File: src/rtl/seq_divider_param.sv
// Sequential restoring divider (DIV/MOD slow path) with a ripple add/sub core; optional signed mode via SEQ_DIV_SIGNED_EN.
// Latency: done is high size cycles after the accept edge; divide-by-zero completes in the cycle right after accept.
// Backpressure: none; start is only honoured in IDLE/DONE, ignored while busy, and requests are never queued.

// Ripple-carry adder/subtractor: select=1 inverts b, so with c_in=1 it computes a-b and c_out=1 means no borrow.
module adder_subtractor_param #(
  parameter int size = 8
) (
  input  logic [size-1:0] i_a,
  input  logic [size-1:0] i_b,
  input  logic            i_select,
  input  logic            i_c_in,
  output logic [size-1:0] o_sum,
  output logic            o_c_out
);

  logic [size:0]   w_carry;
  logic [size-1:0] w_b_eff;

  assign w_carry[0] = i_c_in;

  genvar gi;
  generate
    for (gi = 0; gi < size; gi++) begin : g_bit
      assign w_b_eff[gi]    = i_b[gi] ^ i_select;
      assign o_sum[gi]      = i_a[gi] ^ w_b_eff[gi] ^ w_carry[gi];
      assign w_carry[gi+1]  = (i_a[gi] & w_b_eff[gi]) | (i_a[gi] & w_carry[gi]) |
                              (w_b_eff[gi] & w_carry[gi]);
    end
  endgenerate

  assign o_c_out = w_carry[size];

endmodule

module seq_divider_param #(
  parameter int size = 8
) (
  input  logic            clk,
  input  logic            rst,
  input  logic            start,
`ifdef SEQ_DIV_SIGNED_EN
  input  logic            signed_op,
`endif
  input  logic [size-1:0] dividend,
  input  logic [size-1:0] divisor,
  output logic            busy,
  output logic            done,
  output logic [size-1:0] quotient,
  output logic [size-1:0] remainder,
  output logic            div_by_zero
);

  localparam int CW = $clog2(size);

  typedef enum logic [1:0] {
    S_IDLE = 2'd0,
    S_RUN  = 2'd1,
    S_DONE = 2'd2
  } state_t;

  state_t          r_state;
  state_t          w_state_nxt;

  logic [CW-1:0]   r_cnt;
  logic [size:0]   r_p;        // partial remainder, one guard bit wide
  logic [size-1:0] r_q;        // dividend bits shifting out / quotient bits shifting in
  logic [size-1:0] r_dvs;      // captured divisor magnitude
  logic            r_neg_q;    // negate quotient at completion
  logic            r_neg_r;    // negate remainder at completion
  logic [size-1:0] r_quo;
  logic [size-1:0] r_rem;
  logic            r_dbz;

  logic            w_sop;
  logic            w_accept;
  logic            w_last;
  logic            w_dvs_zero;
  logic            w_dvd_neg;
  logic            w_dvs_neg;
  logic [size-1:0] w_dvd_mag;
  logic [size-1:0] w_dvs_mag;
  logic [size:0]   w_p_shift;
  logic [size:0]   w_t;
  logic            w_c_out;
  logic [size:0]   w_p_nxt;
  logic [size-1:0] w_q_nxt;
  logic [size-1:0] w_rem_mag;
  logic [size-1:0] w_quo_fix;
  logic [size-1:0] w_rem_fix;

`ifdef SEQ_DIV_SIGNED_EN
  assign w_sop = signed_op;
`else
  assign w_sop = 1'b0;
`endif

  assign w_accept   = start && ((r_state == S_IDLE) || (r_state == S_DONE));
  assign w_last     = (r_state == S_RUN) && (r_cnt == CW'(size - 1));
  assign w_dvs_zero = (divisor == '0);

  // Signed operands are reduced to magnitudes; -2^(size-1) maps to itself, which is correct as unsigned.
  assign w_dvd_neg = w_sop & dividend[size-1];
  assign w_dvs_neg = w_sop & divisor[size-1];
  assign w_dvd_mag = w_dvd_neg ? ((~dividend) + 1'b1) : dividend;
  assign w_dvs_mag = w_dvs_neg ? ((~divisor) + 1'b1) : divisor;

  // One restoring step: shift next dividend bit into P, trial-subtract the divisor.
  assign w_p_shift = {r_p[size-1:0], r_q[size-1]};

  adder_subtractor_param #(
    .size (size + 1)
  ) u_sub (
    .i_a      (w_p_shift),
    .i_b      ({1'b0, r_dvs}),
    .i_select (1'b1),
    .i_c_in   (1'b1),
    .o_sum    (w_t),
    .o_c_out  (w_c_out)
  );

  assign w_p_nxt   = w_c_out ? w_t : w_p_shift;
  assign w_q_nxt   = {r_q[size-2:0], w_c_out};
  assign w_rem_mag = w_p_nxt[size-1:0];

  // Sign fix-up folds into the completion edge so signed mode costs no extra cycle.
  assign w_quo_fix = r_neg_q ? ((~w_q_nxt) + 1'b1) : w_q_nxt;
  assign w_rem_fix = r_neg_r ? ((~w_rem_mag) + 1'b1) : w_rem_mag;

  // Next-state logic: zero divisor bypasses RUN; DONE can re-accept so back-to-back requests keep their done pulse.
  always_comb begin
    w_state_nxt = r_state;
    case (r_state)
      S_IDLE: begin
        if (w_accept) begin
          w_state_nxt = w_dvs_zero ? S_DONE : S_RUN;
        end
      end
      S_RUN: begin
        if (w_last) begin
          w_state_nxt = S_DONE;
        end
      end
      S_DONE: begin
        w_state_nxt = S_IDLE;
        if (w_accept) begin
          w_state_nxt = w_dvs_zero ? S_DONE : S_RUN;
        end
      end
      default: w_state_nxt = S_IDLE;
    endcase
  end

  // State register; reset wins over everything, including an in-flight division.
  always_ff @(posedge clk) begin
    if (rst) begin
      r_state <= S_IDLE;
    end else begin
      r_state <= w_state_nxt;
    end
  end

  // Datapath: capture on accept, iterate in RUN, publish results only on a completion edge.
  always_ff @(posedge clk) begin
    if (rst) begin
      r_cnt   <= '0;
      r_p     <= '0;
      r_q     <= '0;
      r_dvs   <= '0;
      r_neg_q <= 1'b0;
      r_neg_r <= 1'b0;
      r_quo   <= '0;
      r_rem   <= '0;
      r_dbz   <= 1'b0;
    end else if (w_accept) begin
      r_cnt   <= '0;
      r_p     <= '0;
      r_q     <= w_dvd_mag;
      r_dvs   <= w_dvs_mag;
      r_neg_q <= w_dvd_neg ^ w_dvs_neg;
      r_neg_r <= w_dvd_neg;
      if (w_dvs_zero) begin
        r_quo <= '1;
        r_rem <= dividend;
        r_dbz <= 1'b1;
      end
    end else if (r_state == S_RUN) begin
      r_cnt <= r_cnt + 1'b1;
      r_p   <= w_p_nxt;
      r_q   <= w_q_nxt;
      if (w_last) begin
        r_quo <= w_quo_fix;
        r_rem <= w_rem_fix;
        r_dbz <= 1'b0;
      end
    end
  end

  assign busy        = (r_state == S_RUN);
  assign done        = (r_state == S_DONE);
  assign quotient    = r_quo;
  assign remainder   = r_rem;
  assign div_by_zero = r_dbz;

endmodule

File: config.mk
export PLATFORM = sky130hd
export DESIGN_NAME = seq_divider_param
export DESIGN_NICKNAME = d
export VERILOG_FILES = /design/src/rtl/seq_divider_param.sv
export SDC_FILE = /design/constraint.sdc
export NUM_CORES = 1
export LEC_CHECK = 0
export ABC_AREA = 1
export CAP_MARGIN = 20
export CORE_ASPECT_RATIO = 0.9
export CORE_MARGIN = 1
export CORE_UTILIZATION = 48
export CTS_CLUSTER_DIAMETER = 60
export DETAILED_ROUTE_END_ITERATION = 10
export PLACE_DENSITY = 0.78
export SETUP_SLACK_MARGIN = 0.15
export SLEW_MARGIN = 10
export SYNTH_ARGS = -nofsm -noshare
export SYNTH_HDL_FRONTEND = slang
export SYNTH_SLANG_ARGS = --single-unit
File: constraint.sdc
create_clock -name clk -period 3.7 [get_ports clk]
set_input_delay 0.925 -clock clk [delete_from_list [all_inputs] [get_ports clk]]
set_output_delay 0.925 -clock clk [all_outputs]
set_load 0.05 [all_outputs]
==> impl_results.md <==
* CP dominant cell by count: fa_2
* Congestion Overflow GR at 0
* Clk pwr share at 0.263
* RSZ-0062 raised after global routing: true
* Most common cell after layout, fill and taps aside: nand2_1
* Crit Path Class: reg -> reg
* Final hold slack at 467 ps
* Drt wl/cell at 12.4 um
* Die Width at 76.1 um
* Seq pwr share at 0.478
* ANT cells at 0
* DR vias at 2094
* Switching Share at 0.313
* Final worst-path cycle share at 0.969
* Initial antenna violation count at 0
* Cell area power density at 388 nW/um^2
* Pleak at 1.36 nW
* Largest net degree at the start of global routing at 31
* Mapped Cells at 320
* Number of fill cells in the layout at 436
* CTS tree: done
* Sequential share of the synthesized area at 0.388
* Yosys top cell area share at 0.388
* Antenna viol nets, final at 0
* Comb pwr share at 0.259
* Critical Path AT at 3790 ps
* Num CTS Buffers at 5
* Layout cells sized above 1 at 0.119
* MaxCap Viol Count at 0
* Root Driver: clkbuf_8
* Sink Count at 46
* Slew headroom at 0.636
* Critical-path top delay cell: fa_2
* Gr usage total at 0.220
* CP peak stage delay at 430 ps
* Layout Nets at 382
* Area leader, netlist: dfxtp_1
* Startpoint Class: register
* Most frequent cells in the layout: nand2_1 (55), inv_1 (46), dfxtp_1 (45)
* Reg clk slew, reported paths at 90 ps
* Cell Area, Synth at 2370 um^2
* Seq cells post-synth at 46
* I/O Buffers at 37
* Die height at 68.7 um
* Async set-reset flop share out of synthesis at 0
* Drt drc at 0
* CP cell instances: ha_4 -> fa_2 -> fa_2 -> fa_2 -> fa_2 -> fa_2 -> fa_2 -> inv_2 -> fa_2 -> inv_2 -> nand2_2 -> and2_4 -> o21ai_2 -> inv_1
* Final setup viols at 0
* Post-DP HPWL at 3.59 mm
* Area contributors post-synth: dfxtp_1 (39%), nand2_1 (9.3%), inv_1 (7.9%)
* Syn Area/Cell at 7.42 um^2
* Worst min path class: reg -> reg
* Ys flop type: dfxtp_1
* Synth-to-Final Area Change at 21.2%
* Minimum clock period at 3590 ps
* Gpl congestion at 0.873
* Unique masters post-synth at 27
* Net Sw Power at 0.349 mW
* Routed vias/inst at 5.05
* CP required at 3910 ps
* Max rail drop VDD at 0.000220 V
* Highest Clock Rate at 279 MHz
* Internal at 0.767 mW
* Num rows at 23
* EDFF count, synth at 0
* Fin util at 0.625
* Final hold violations at 0
* Max-slew violations at 0
* Initial drt markers at 158
* Synth Warn # at 0
* Die Area at 5230 um^2
* I/O pins at 38
* Setup Skew at 9.05 ps
* CP Capture Type: register
* DR pass1 iterations at 4
* Hold Buf Count CTS at 0
* Status: complete, no violations
* CTS Buffer Depth at 2
* Syn_nets at 349
* Core Area at 4600 um^2
* First-pass GRT wire length at 8.74 mm
* Vias in the first global route at 1926
* Clock Latency Late Sink at 300 ps
* Starting Density at 0.515
* Worst-path fanout max at 2
* CTS H-tree depth at 2
* Final wirelength at 5.14 mm
* Worst slew pin tran at 543 ps
cell families after synthesis:
group,count (synthesis),synth area share
flops,46,0.388
simple gates,135,0.264
buf+inv,65,0.133
xor+xnor,1,0.00369
fa+ha+maj,10,0.0749
compound gates,63,0.137
worst max-delay path: cells and delay by family, from the launching register on:
family	cells	cell delay, ps
simple gates	2	190
fa+ha+maj	8	2650
buf+inv	3	170
flops	1	360
compound gates	1	100
metal layers:
layer / share of wire / vias to the layer above / wire length (um) / track usage
met2: 0.44 / 54 / 2270 / 0.363
li1: - / 1062 / - / -
met4: 0.017 / 0 / 87 / 0.0938
met5: 0 / - / 0 / 0
met3: 0.052 / 7 / 268 / 0.0368
met1: 0.49 / 971 / 2520 / 0.293
state kept, by name, summed over array words and instances, names as in the netlist:
name,count
r_q,8
r_state,2
div_by_zero,1
r_cnt,3
r_dvs,8
remainder,8
r_p,8
quotient,8
timing repair:
| item | in CTS | in global routing |
|---|---|---|
| setup buffers | 1 | 0 |
| pin swaps | 6 | 5 |
| resized for setup | 11 | 13 |
| endpoints found under the setup margin | 16 | 17 |
final cells by class:
type / instances / area (um^2) / area share
Sequential cell: 46 / 922 / 0.321
Timing Repair Buffer: 40 / 393 / 0.137
Inverter: 51 / 196 / 0.0683
Tap cell: 62 / 77.6 / 0.0270
Clock inverter: 1 / 7.51 / 0.00261
Multi-Input combinational cell: 209 / 1210 / 0.420
Clock buffer: 6 / 72.6 / 0.0252
worst paths after layout:
check	startpoint	to	slack (ps)	cells after the start
min reg2reg	div_by_zero	div_by_zero	470	2
max reg2reg	r_dvs[0]	r_p[7]	110	14
min	div_by_zero	div_by_zero	470	2
max	r_dvs[0]	r_p[7]	110	14
stage by stage:
| step | instances | power, mW | setup WS, ps | setup TNS, ps | instance area (um^2) |
|---|---|---|---|---|---|
| finish | 415 | 1.12 | 113 | 0 | 2880 |
| global route | 415 | 1.18 | 5.46 | 0 | 2880 |
| CTS | 415 | 1.10 | 105 | 0 | 2850 |
| detailed placement | 407 | 0.798 | -18.1 | -79.3 | 2730 |
| global placement | 407 | 0.792 | 68.7 | 0 | 2730 |
| floorplan | 320 | 0.731 | 158 | 0 | 2390 |
synth_stat cells, drive strengths merged (3+ instances only):
library cell   n
a21oi         34
a31oi          5
and2           8
buf           12
dfxtp         46
fa             7
ha             3
inv           51
nand2         62
nand3         16
nand3b         8
nor2          41
o21ai         24
power groups by stage:
stage / Clock (mW) / Combinational (mW) / Sequential, mW
2_1_floorplan: 0 / 0.190 / 0.541
3_3_place_gp: 0 / 0.250 / 0.543
3_5_place_dp: 0 / 0.255 / 0.543
4_1_cts: 0.301 / 0.267 / 0.533
5_1_grt: 0.320 / 0.327 / 0.536
6_report: 0.294 / 0.289 / 0.533
Note: power is estimated with default switching activity, not from simulation.
==> patch 1, RTL diff (config.mk and constraints unchanged) <==
`size` is set to 8 in 2 places; all go to 16.
--- a/src/rtl/seq_divider_param.sv
+++ b/src/rtl/seq_divider_param.sv
@@ -4,7 +4,7 @@
 
 // Ripple-carry adder/subtractor: select=1 inverts b, so with c_in=1 it computes a-b and c_out=1 means no borrow.
 module adder_subtractor_param #(
-  parameter int size = 8
+  parameter int size = 16
 ) (
   input  logic [size-1:0] i_a,
   input  logic [size-1:0] i_b,
@@ -34,7 +34,7 @@
 endmodule
 
 module seq_divider_param #(
-  parameter int size = 8
+  parameter int size = 16
 ) (
   input  logic            clk,
   input  logic            rst,
Ports: changed (resized dividend, divisor, quotient and remainder); port bits go from 38 to 70. The function was not compared with the original's and may differ.
==> patch 1 against the unedited design <==
The flow now finishes with violations (negative setup slack). Power is 120% higher. Synthesized area is 82% higher. Sequential cell count is 41 higher. Wire length is 110% higher. Final area is 93% higher. First-iteration DRC count is 69% higher. Worst setup slack worse by 3.0 ns. Fmax is 45% lower.
==> patch 1: results (changes against the unedited design) <==
Parameter                              Value

Outcome
  Status ... finished with violations
  Violated checks ... negative setup slack

Layout
  Filler-free cell count of the finished design ... 785 (+89%)
  Fraction of final layout cells sized beyond drive strength 1 ... 0.153 (+0.0342)
  Final-stage net count ... 713 (+87%)
  Antenna diode count ... 0 (unchanged)

Timing
  Maximum clock skew at final layout ... 0.00820 ns (-0.000859 ns)
  Final TNS setup ... -94.10 ns (-94.10 ns)
  Final setup slack of the worst path ... -2.85 ns (-2.96 ns)
  Transition time at the pin with the least slew margin ... 0.998 ns (+0.454 ns)
  Count of endpoints failing setup in the final report ... 34 (+34)

Pwr
  Worst ir drop on vdd ... 0.000308 V (+40%)
  Total power divided by cell area ... 442 nW/µm² (+14%)
  Clock power frac ... 0.349 (+0.086)
  Combinational group share of total power ... 0.239 (-0.020)
  Leakage power ... 2.59 nW (+91%)

Global route
  Met1 Use GR ... 0.340 (+0.0473)
  Fraction of met3 tracks used by global routing ... 0.0511 (+0.0142)
  Grt met2 use ... 0.389 (+0.0268)
  Pin count of the biggest net entering global routing ... 51 (+65%)
  Wire length of the first global-routing pass ... 18000 µm (+110%)
  All-Layer GR Usage ... 0.248 (+0.0282)

Synthesis
  Top cell types by occurrence after synthesis ... 112 x nand2_1, 93 x nor2_1, 87 x dfxtp_1, 80 x a21oi_1, 70 x inv_1
  Complex-gate fraction of the synthesized area ... 0.153 (+0.0162)
  Number of nets produced by synthesis ... 645 (+85%)
  Fraction of the yosys area taken by sequential cells ... 0.402 (+0.0144)
  Post-synthesis share of cell area spent on full adders, half adders and majority gates ... 0.0752 (+0.000311)
  Post-Synth XOR/XNOR Area ... 0.00405 (+0.000357)
  YS warnings ... 0 (unchanged)
  Main area contributors after synthesis ... dfxtp_1 40%, nand2_1 9.7%, a21oi_1 9.3%, nor2_1 8.1%, fa_1 6.9%

Placement
  Final estimated routing congestion in global placement ... 0.837 (-4.1%)
  Post-detailed-placement half-perimeter wirelength ... 7230 µm (+100%)
  Count of input and output buffers ... 69 (+86%)
  Worst setup timing slack at the placement stage ... -2.78 ns (-2.76 ns)
  Placed standard-cell area ... 5180 µm² (+90%)

Clock tree
  H-Tree Depth ... 3 (+1)
  Worst-skew pair later-pin latency ... 0.36 ns (+0.06 ns)

Route
  Wire length on met2 ... 5210 µm (+130%)
  Routed wirelength normalized by instance count ... 14.0 µm (+13%)
  TritonRoute pass-1 iters ... 5 (+1)
  Metal3 WL ... 687 µm (+160%)
  Wire length on met1 ... 4930 µm (+96%)
  Number of DRC markers in iteration 0 ... 267 (+69%)

Critical path
  Worst Path Max Fanout ... 16 (+14)
  Origin of the critical flop-to-flop path ... r_q[15]
  Delay contributed by the slowest stage of the critical path ... 0.36 ns (-0.07 ns)
-- patch 1: cell types whose count changed in the layout (fill, tap and decap cells not counted), sizes merged, moves of 20 or more --
cell and change:
nor2 +57, nand2 +51, a21oi +46, dfxtp +41, clkdlybuf4s50 +32, o21ai +26
inv +22, buf +20
-- patch 1: cell type report --
cell class,count,area (µm²)
clock buffer,10,128
sequential,87,1740
multi-input combinational,397,2240
timing repair buffer,92,880
tap,119,149
inverter,74,278
fill,752,3100
clock inverter,6,133
-- patch 1: repair_timing --
item	in CTS	in global routing
setup buffers	0	1
pin swaps	2	6
resized for setup	4	18
cloned	1	1
endpoints found under the setup margin	34	34
-- patch 1: path summary, 6_finish.rpt --
check | endpoint | slack [ns] | cells past startpoint
worst max-delay path | remainder[5] | -2.85 | 25
worst min-delay path | div_by_zero | 0.47 | 2
worst max register to register | remainder[5] | -2.85 | 25
worst min register to register | div_by_zero | 0.47 | 2
==> patch 2, RTL diff (config.mk and constraints unchanged) <==
Without the edit above. Register the outputs `busy` and `done`, cleared by the reset; this adds one clock of latency there. The other outputs are not delayed to match. Comments in the files are not updated.
--- a/src/rtl/seq_divider_param.sv
+++ b/src/rtl/seq_divider_param.sv
@@ -196,8 +196,15 @@
     end
   end
 
-  assign busy        = (r_state == S_RUN);
-  assign done        = (r_state == S_DONE);
+  always_ff @(posedge clk) begin
+    if (rst) begin
+      busy <= '0;
+      done <= '0;
+    end else begin
+      busy <= (r_state == S_RUN);
+      done <= (r_state == S_DONE);
+    end
+  end
   assign quotient    = r_quo;
   assign remainder   = r_rem;
   assign div_by_zero = r_dbz;
Function: changed (Yosys sat finds a counterexample within 4 cycles, from zero or initial values and one cycle with rst high).
==> patch 2 against the unedited design <==
Clock power increased by 8.8%. Final area increased by 4.2%. Critical path depth increased by 4. Wire length increased by 5.7%. Non-clock buffer count increased by 3. Synthesized area increased by 1.6%. Synthesized cell count increased by 5.6%. Power increased by 8.0%. Sequential power increased by 4.7%. Sequential cell count increased by 2. Worst setup slack got worse by 0.046 ns. Critical path type unchanged. Critical endpoint is now remainder[3].
==> patch 2: results (changes against the unedited design) <==
Parameter                              Value

Outcome
  Status ... completed

Synthesis
  Number of cells produced by synthesis ... 338 (+5.6%)
  Post-Synth XOR/XNOR Area ... 0.00363 (-0.0000574)
  Complex-gate fraction of the synthesized area ... 0.0820 (-0.0551)
  Distinct cell type count of the synthesized netlist ... 26 (-3.7%)
  Number of nets produced by synthesis ... 367 (+5.2%)
  Fraction of the yosys area taken by sequential cells ... 0.399 (+0.0106)
  Post-synthesis share of cell area spent on full adders, half adders and majority gates ... 0.0737 (-0.00117)

Pwr
  Worst ir drop on vdd ... 0.000295 V (+34%)
  Leakage power ... 1.46 nW (+7.4%)
  Net switching share of the total power ... 0.315 (+0.00274)

Placement
  Placed standard-cell area ... 2780 µm² (+2.0%)
  Final estimated routing congestion in global placement ... 0.819 (-6.2%)
  Placed cell count ... 428 (+5.2%)
  Post-detailed-placement half-perimeter wirelength ... 3720 µm (+3.7%)

Route
  Number of DRC markers in iteration 0 ... 123 (-22%)

Global route
  Pin count of the biggest net entering global routing ... 35 (+13%)
  Wire length of the first global-routing pass ... 9140 µm (+4.6%)
  All-Layer GR Usage ... 0.217 (-0.00350)
  Vias in the first global route ... 1997 (+3.7%)

Layout
  Final-stage net count ... 402 (+5.2%)
  Filler-free cell count of the finished design ... 439 (+5.8%)

Critical path
  Arrival time at the worst endpoint ... 3.84 ns (+0.05 ns)
  Crit path launch ... r_q[7]
  Worst setup slack for register-to-register paths ... 0.07 ns (-0.05 ns)
  Origin of the critical flop-to-flop path ... r_q[7]
patch 2: changes by cell type in the layout (fill, tap and decap cells not counted), sizes merged, moves of 7 or more:
cell,delta
o211ai,+8
and2,-7
nand2,+36
a21oi,-19
nor2,+8
o21ai,-14
patch 2: critical path, cell delays in order (launching register included):
cell     delay [ns]
dfxtp_2        0.34
inv_2          0.05
ha_4           0.15
fa_2           0.33
fa_2           0.35
fa_2           0.35
fa_2           0.35
fa_2           0.34
fa_2           0.34
inv_2          0.06
fa_2           0.21
inv_2          0.05
nand2_4        0.11
buf_4          0.15
nand2_4        0.05
nand3_2        0.06
nand2_2        0.08
a21oi_2        0.11
nor2_1         0.05
patch 2: final timing paths:
path / to / depth (start not counted)
hold reg to reg: div_by_zero / 2
hold / removal: div_by_zero / 2
setup / recovery: remainder[3] / 18
setup reg to reg: remainder[3] / 18
patch 2: cell type report:
type | instances | area (µm²)
Clock buffer | 8 | 90.1
Sequential cell | 48 | 962
Timing Repair Buffer | 43 | 419
Multi-Input combinational cell | 229 | 1270
Fill cell | 437 | 1840
Tap cell | 65 | 81.3
Inverter | 46 | 173
patch 2: cells by family after synthesis:
| kind of cell | Yosys count |
|---|---|
| compound gates | 35 |
| fa+ha+maj | 10 |
| flops | 48 |
| buf+inv | 61 |
| xor+xnor | 1 |
| simple gates | 183 |
patch 2: routing by layer:
layer  routed length, µm  global-route usage
met2                2590               0.342
met4                  98              0.0769
met1                2560               0.296
met5                   0                   0
met3                 185              0.0395
patch 2: timing repair:
item	4_1_cts	5_1_grt
pin swaps	8	9
setup buffers	1	2
endpoints found under the setup margin	17	17
resized for setup	15	18
patch 2: power by group through the flow:
stage	sequential [W]	clock, W	combinational, W
CTS	0.000558	0.000324	0.000283
detailed placement	0.000569	0	0.000262
global route	0.000561	0.000351	0.000363
global placement	0.000568	0	0.000253
finish	0.000558	0.000320	0.000327
floorplan	0.000569	0	0.000193
patch 2: metrics by stage:
stage	hold slack, ns	power (W)
global route	0.495	0.00128
finish	0.469	0.00120
global placement	0.446	0.000821
detailed placement	0.460	0.000831
CTS	0.471	0.00117
floorplan	0.432	0.000761
